===== config.mk =====
export PLATFORM = sky130hd
export DESIGN_NAME = uart_rx_fifo
export DESIGN_NICKNAME = d
export VERILOG_FILES = /design/src/rtl/uart_rx_fifo.sv
export SDC_FILE = /design/constraint.sdc
export NUM_CORES = 1
export LEC_CHECK = 0
export CELL_PAD_IN_SITES_DETAIL_PLACEMENT = 1
export CELL_PAD_IN_SITES_GLOBAL_PLACEMENT = 1
export CORE_UTILIZATION = 43
export CTS_CLUSTER_DIAMETER = 30
export CTS_CLUSTER_SIZE = 8
export DETAILED_ROUTE_END_ITERATION = 8
export PLACE_DENSITY_LB_ADDON = 0.1
export RECOVER_POWER = 50
export REMOVE_ABC_BUFFERS = 1
export SLEW_MARGIN = 25
export SYNTH_ARGS = -nofsm -noshare
export SYNTH_HDL_FRONTEND = slang
export SYNTH_SLANG_ARGS = --single-unit

===== constraint.sdc =====
create_clock -name i_clk -period 3 [get_ports i_clk]
set_input_delay 0.9 -clock i_clk [delete_from_list [all_inputs] [get_ports i_clk]]
set_output_delay 0.9 -clock i_clk [all_outputs]
set_load 0.005 [all_outputs]

===== src/rtl/uart_rx_fifo.sv =====
// uart_rx_fifo: synchronous FIFO between the UART receiver and the ALU interface FSM.
// The head-of-queue word is always presented on o_rdata, and i_rd pops it.
// Occupancy and empty/full/almost-full are taken from a dedicated count register,
// never from a pointer compare. Overflow and underflow are sticky until reset or clear.
module uart_rx_fifo #(
  parameter int NB_DATA     = 8,
  parameter int NB_ADDR     = 2,
  parameter int ALMOST_FULL = 3
) (
  input  logic               i_clk,
  input  logic               i_reset,
  input  logic               i_clear,
  input  logic               i_wr,
  input  logic [NB_DATA-1:0] i_wdata,
  input  logic               i_rd,
  output logic [NB_DATA-1:0] o_rdata,
  output logic               o_empty,
  output logic               o_full,
  output logic               o_almost_full,
  output logic [NB_ADDR:0]   o_count,
  output logic               o_overflow,
  output logic               o_underflow
);

  localparam int               DEPTH     = 2 ** NB_ADDR;
  localparam logic [NB_ADDR:0] DEPTH_CNT = (NB_ADDR + 1)'(DEPTH);
  localparam logic [NB_ADDR:0] AF_CNT    = (NB_ADDR + 1)'(ALMOST_FULL);

  logic [NB_DATA-1:0] mem [DEPTH];
  logic [NB_ADDR-1:0] wr_ptr;
  logic [NB_ADDR-1:0] rd_ptr;
  logic [NB_ADDR:0]   count;
  logic               overflow;
  logic               underflow;

  logic empty;
  logic full;
  logic do_wr;
  logic do_rd;
  logic mem_we;

  // A push is accepted when there is room, or when a pop in the same cycle frees a slot.
  // A pop is accepted whenever something is stored.
  assign empty  = (count == '0);
  assign full   = (count == DEPTH_CNT);
  assign do_wr  = i_wr & (~full | i_rd);
  assign do_rd  = i_rd & ~empty;
  assign mem_we = do_wr & ~i_reset & ~i_clear;

  // Storage write port: an accepted push stores its word at the write pointer.
  // NOTE: The storage array has no reset. The count decides which entries are valid,
  // so stale words are never exposed as data, and the array stays plain registers.
  always_ff @(posedge i_clk) begin
    if (mem_we) begin
      mem[wr_ptr] <= i_wdata;
    end
  end

  // Pointers, occupancy and sticky errors. Reset takes priority over clear, and clear
  // takes priority over push and pop.
  // NOTE: All state here is assigned with <=. Every update in the block then reads the
  // pre-edge count and flags, which matches the "evaluated on current count" rule.
  always_ff @(posedge i_clk) begin
    if (i_reset || i_clear) begin
      wr_ptr    <= '0;
      rd_ptr    <= '0;
      count     <= '0;
      overflow  <= 1'b0;
      underflow <= 1'b0;
    end else begin
      if (do_wr) begin
        wr_ptr <= wr_ptr + 1'b1;
      end
      if (do_rd) begin
        rd_ptr <= rd_ptr + 1'b1;
      end
      case ({do_wr, do_rd})
        2'b10:   count <= count + 1'b1;
        2'b01:   count <= count - 1'b1;
        default: count <= count;
      endcase
      if (i_wr && full && !i_rd) begin
        overflow <= 1'b1;
      end
      if (i_rd && empty) begin
        underflow <= 1'b1;
      end
    end
  end

  // Outputs come from registers only. There is no path from an input to an output.
  assign o_rdata       = mem[rd_ptr];
  assign o_empty       = empty;
  assign o_full        = full;
  assign o_almost_full = (count >= AF_CNT);
  assign o_count       = count;
  assign o_overflow    = overflow;
  assign o_underflow   = underflow;

endmodule


==> results of run 1 <==
[registers in the layout (all words and copies together) (netlist names), named ones only]
| signal | count |
|---|---|
| rd_ptr | 2 |
| o_count | 3 |
| o_underflow | 1 |
| o_overflow | 1 |
| mem | 32 |
| wr_ptr | 2 |
[layout make-up]
type	instances	share of cell area
flip-flops and latches	43	0.534
repair buffers	35	0.147
inverters	7	0.0119
clock inverters	2	0.0158
multi-input cells	53	0.227
well taps	48	0.0271
clock buffers	6	0.0373
[logic make-up (layout without fill, tap and decap cells)]
logic type,after synthesis,after routing,synth area share
flip-flops,43,43,0.681
AND/OR/NAND/NOR,24,24,0.0902
AO/OA/AOI/OAI,13,13,0.0404
adder cells (fa/ha/maj),6,6,0.0476
buffers and inverters,10,50,0.0267
XOR/XNOR,2,2,0.0101
multiplexers,8,8,0.104
[per-stage QoR]
stage	std cells	util	power, uW
2_1_floorplan	103	-	698
3_3_place_gp	186	0.559	749
3_5_place_dp	186	0.559	753
4_1_cts	194	0.590	1220
5_1_grt	194	0.587	1240
6_report	194	0.587	1200
[power groups by stage]
stage / logic, uW / clock network, uW / registers [uW]
floorplan: 31.9 / 0 / 667
global route: 88.5 / 493 / 655
CTS: 85.6 / 478 / 654
detailed placement: 85.6 / 0 / 667
finish: 79.7 / 466 / 653
global placement: 82.1 / 0 / 667
[metal layers]
| layer | vias to the layer above | share of wire |
|---|---|---|
| li1 | 477 | - |
| met1 | 521 | 0.42 |
| met2 | 25 | 0.52 |
| met3 | 6 | 0.044 |
| met4 | 0 | 0.013 |
| met5 | - | 0 |
[critical path, stage by stage, from the launching register on]
cell and delay (ps):
dfxtp_1 470, buf_4 220, mux4_2 520, clkdlybuf4s50_1 460
[cells in the final DEF (no fill, tap or decap), drive strengths merged, types with 2 or more instances in the layout]
cell,synthesis,final
edfxtp,32,32
clkdlybuf4s50,0,15
dlygate4sd3,0,13
dfxtp,11,11
mux4,8,8
clkbuf,0,8
inv,7,7
nor2,7,7
a21oi,6,6
and3,5,5
o21ai,5,5
ha,5,5
buf,3,5
nand2,2,2
or3,2,2
xor2,2,2
or4b,2,2
[worst paths after layout]
kind,to
worst max-delay path,o_rdata[3]
worst min register to register,o_overflow$_SDFFE_PP0P_
worst max register to register,o_count[2]$_SDFFE_PP0P_
worst min-delay path,o_overflow$_SDFFE_PP0P_
==> impl_metrics.tcl, run 1 <==
set metrics [dict create \
    status "finished, final reports clean" \
    yosysWarnings 0 \
    seq_area_sq_mm 0.00118 \
    num_io_pins 29 \
    rsz0062_at_grt "false" \
    num_rows 22 \
    whs_path_depth 2 \
    cts_tree "built" \
    ys_types 26 \
    ir_worst_vdd_mv 0.438 \
    grt_pass1_vias 1089 \
    fin_crit_sh 0.957 \
    die_height_um 65.5 \
    grtUsageTotal 0.182 \
    hp-class "flop to flop" \
    cts_root_buf "clkbuf_8" \
    dpl_cell_area_sq_mm 0.00211 \
    required_ps 2100 \
    antenna_found_initial 0 \
    slew_violations 0 \
    die_w_um 65.5 \
    yosysSeqAreaShare 0.681 \
    path_clk_slew_ps 80 \
    synthTopCellsByArea "edfxtp_1 (55%), dfxtp_1 (13%), mux4_2 (10%), ha_1 (3.6%), and3_1 (1.8%)" \
    p_switching_uw 239 \
    critPathArrivalTime_ps 1970 \
    antenna_left 0 \
    p_seq_frac 0.545 \
    setup_tns_ps 0 \
    relSlewSlack 0.702 \
    synth_ff_type "edfxtp_1" \
    dieArea_sq_mm 0.00429 \
    grt_util_met2 0.296 \
    period_minus_slack_ps 2870 \
    fin_area_sq_mm 0.00221 \
    n_fill_cell 357 \
    first_pass_iters 4 \
    synth.largest_area_cell "edfxtp_1" \
    startpoint_type "flop" \
    grt_pass1_wl_mm 5.34 \
    io_buffers 28 \
    dpl_worst_slack_ps -87.3 \
    cts_hold_buf 0 \
    p_sw_frac 0.199 \
    synth_common_cells "edfxtp_1 (32), dfxtp_1 (11), mux4_2 (8), inv_1 (7), nor2_1 (7)" \
    crit_type "flop to primary output" \
    fin_skew_ps 10.2 \
    netlist.area_leader.share 0.554 \
    setup_slack_ps 128 \
    drive_gt1_frac 0.164 \
    grtUsageMet3 0.0608 \
    antennaDiodeCount 0 \
    routed_via_density 5.30 \
    p_comb_frac 0.066 \
    reg2regPathDepth 9 \
    wirelength_mm 3.36 \
    drt_iter0_markers 27 \
    worstMarginPinSlew_ps 448 \
    core_sq_mm 0.00377 \
    overflow 0 \
    syn_inst 106 \
    use_met1 0.216 \
    clock_sinks 43 \
    insertion_delay_ps 300 \
    ff2ff_setup_slack_ps 790 \
    path_max_fanout 5 \
    syn2layout_area_growth_pct 27.6 \
    ys_seq_elements 43 \
    finalHoldViolCount 0 \
    r2r_start "o_count[2]$_SDFFE_PP0P_" \
    cts-resized-gates 0 \
    cts_max_level 2 \
    multi_input_area_sq_um 503 \
    yosysMostFrequentCell "edfxtp_1" \
    clkPwrFrac 0.388 \
    fin_nets 164 \
    gp_congestion 0.851 \
    p_leak_uw 0.000782 \
    cap_violations 0 \
    power_density_mw_per_mm2 542 \
    synth.avg_cell_area_sq_um 16.4 \
    power.internal_uw 960 \
    start_util 0.460 \
    hold_start "o_overflow$_SDFFE_PP0P_" \
    clockBufferDepth 2 \
    synth_edf_count 32 \
    numCtsBuffers 5 \
    async_flop_share 0 \
    wl_per_cell_um 17.3 \
    route.detailed.drc 0 \
    finalSetupViolations 0 \
    whs_ps 485 \
    dp_hpwl_mm 2.58 \
    worstSetupEndpointType "primary output" \
    vias 1029 \
    syn_area_sq_mm 0.00173 \
    fmax_mhz 348 \
    grt_start_max_net_pins 14 \
    grt_busiest_layer "met2" \
    post_cts_buffers 0 \
]
(Power assumes the default switching activity.)
==> run 2: changes to the inputs <==
==> constraint.sdc (replaced) <==
create_clock -name i_clk -period 3 [get_ports i_clk]
set_input_delay 0.9 -clock i_clk [delete_from_list [all_inputs] [get_ports i_clk]]
set_output_delay 0.9 -clock i_clk [all_outputs]
set_load 0.05 [all_outputs]
==> impl_metrics.tcl, run 2 (same netlist as run 1, synthesis figures left out) <==
set metrics [dict create \
    largest_reg_flops 32 \
    timing.rr.end "o_count[2]$_SDFFE_PP0P_" \
    cpMostUsedCell "inv_1" \
    path_max_fanout 4 \
    clock_sinks 43 \
    cts_tree "built" \
    period_minus_slack_ps 2770 \
    setup_slack_ps 227 \
    grt_pass1_wl_mm 5.32 \
    fmax_mhz 361 \
    fin_skew_ps 4.15 \
    insertion_delay_ps 290 \
    antenna_found_initial 0 \
    hold_path_end "o_underflow$_SDFFE_PP0P_" \
    syn2layout_area_growth_pct 25.8 \
    vias 1017 \
    required_ps 3230 \
    ff2ff_setup_slack_ps 790 \
    final_cell_mix "edfxtp_1 (32), buf_4 (12), dfxtp_1 (11), dlygate4sd3_1 (11), clkdlybuf4s50_1 (9)" \
    num_rows 22 \
    fin_nets 163 \
    grt_util_met2 0.304 \
    crit_type "input pin to flop" \
    critPathArrivalTime_ps 3000 \
    wl_per_cell_um 16.7 \
    startpoint_type "input pin" \
    io_buffers 28 \
    numCtsBuffers 5 \
    largest_register "mem" \
    path_clk_slew_ps 80 \
    finalSetupViolations 0 \
    num_io_pins 29 \
    route.detailed.drc 0 \
    max_stage_delay_ps 470 \
    worstMarginPinSlew_ps 563 \
    finalHoldViolCount 0 \
    worstSetupEndpointType "flop" \
    use_met1 0.205 \
    wirelength_mm 3.23 \
    cts_root_buf "clkbuf_8" \
    seq_area_sq_mm 0.00118 \
    dpl_worst_slack_ps -102 \
    gp_congestion 0.754 \
    overflow 0 \
    drive_gt1_frac 0.214 \
    die_height_um 65.5 \
    slew_violations 0 \
    hp-class "flop to flop" \
    drt_iter0_markers 47 \
    cp.buffers_inverters 3 \
    critical-path-top-delay-family "simple AND/OR/NAND/NOR gates" \
    start_util 0.460 \
    rsz0062_at_grt "false" \
    dieArea_sq_mm 0.00429 \
    post_cts_buffers 0 \
    power_density_mw_per_mm2 553 \
    grt_start_max_net_pins 15 \
    antennaDiodeCount 0 \
    dp_hpwl_mm 2.36 \
    cts_hold_buf 0 \
    die_w_um 65.5 \
    routed_via_density 5.27 \
    fin_crit_sh 0.924 \
    whs_path_depth 2 \
    core_sq_mm 0.00377 \
    hold_start "o_underflow$_SDFFE_PP0P_" \
    clockBufferDepth 2 \
    cts_max_level 2 \
    first_pass_iters 4 \
    grt_pass1_vias 1068 \
    status "finished, final reports clean" \
    r2r_start "o_count[2]$_SDFFE_PP0P_" \
    n_fill_cell 360 \
    p_leak_uw 0.000770 \
    grtUsageMet3 0.0521 \
    relSlewSlack 0.624 \
    grtUsageTotal 0.177 \
    grt_busiest_layer "met2" \
    critPathSlowestCell "clkdlybuf4s50_1" \
    antenna_left 0 \
    reg2regPathDepth 9 \
    ir_worst_vdd_mv 0.278 \
    cp_cell_sequence "clkdlybuf4s50_1 -> nor4b_2 -> nor2_1 -> inv_1 -> ha_1 -> inv_1 -> fa_1 -> xor2_1 -> or3_1 -> a21oi_1" \
    cap_violations 0 \
    cts-resized-gates 0 \
    whs_ps 479 \
    multi_input_area_sq_um 503 \
    final_common_cell "edfxtp_1" \
]
[run 2: cell count changes in the layout (fill, tap and decap cells not counted), sizes merged]
cell / before / now
clkinv: 1 / 2
dlygate4sd3: 13 / 11
clkbuf: 8 / 7
buf: 5 / 12
clkdlybuf4s50: 15 / 9
[run 2: worst register-to-register path, delay by kind of cell, from the launching register on]
kind	cells	cell delay, ps
adders and majority gates	2	530
DFF	1	490
AOI/OAI and AO/OA	1	140
xor gates and xnor gates	1	160
and+or+nand+nor	3	710
buffers and inverters	2	120
[run 2: worst max-delay path by stage]
stage          from                      end  cells past startpoint
2_1_floorplan  i_rd  o_count[2]$_SDFFE_PP0P_                      9
3_3_place_gp   i_rd  o_count[2]$_SDFFE_PP0P_                     10
3_5_place_dp   i_rd  o_count[2]$_SDFFE_PP0P_                     10
4_1_cts        i_rd  o_count[2]$_SDFFE_PP0P_                     10
5_1_grt        i_rd  o_count[2]$_SDFFE_PP0P_                     10
6_report       i_rd  o_count[2]$_SDFFE_PP0P_                     10
[run 2: routing by layer]
| metal | part of all wire | vias up |
|---|---|---|
| met1 | 0.42 | 512 |
| met2 | 0.52 | 22 |
| met4 | 0.015 | 0 |
| li1 | - | 478 |
| met3 | 0.040 | 5 |
| met5 | 0 | - |
[run 2: through the flow]
step	area, sq um	instances	utilization	power [uW]	setup TNS [ps]
floorplan	1710	103	-	729	0
global placement	2080	185	0.551	777	-7.28
detailed placement	2080	185	0.551	780	-102
CTS	2190	193	0.581	1220	0
global route	2180	193	0.578	1250	0
finish	2180	193	0.578	1210	0
[run 2: cell type report]
cell class,count,area share
clock buffer,5,0.0316
clock inverter,3,0.0201
inverter,7,0.0120
multi-input combinational,53,0.231
sequential,43,0.542
tap,48,0.0275
timing repair buffer,34,0.137
[run 2: where the power goes]
group	total, uW	leakage [uW]	internal (uW)	switching (uW)
clock network	445	0.0000581	248	197
registers	654	0.000378	646	8.08
logic	106	0.000334	42.8	63.4
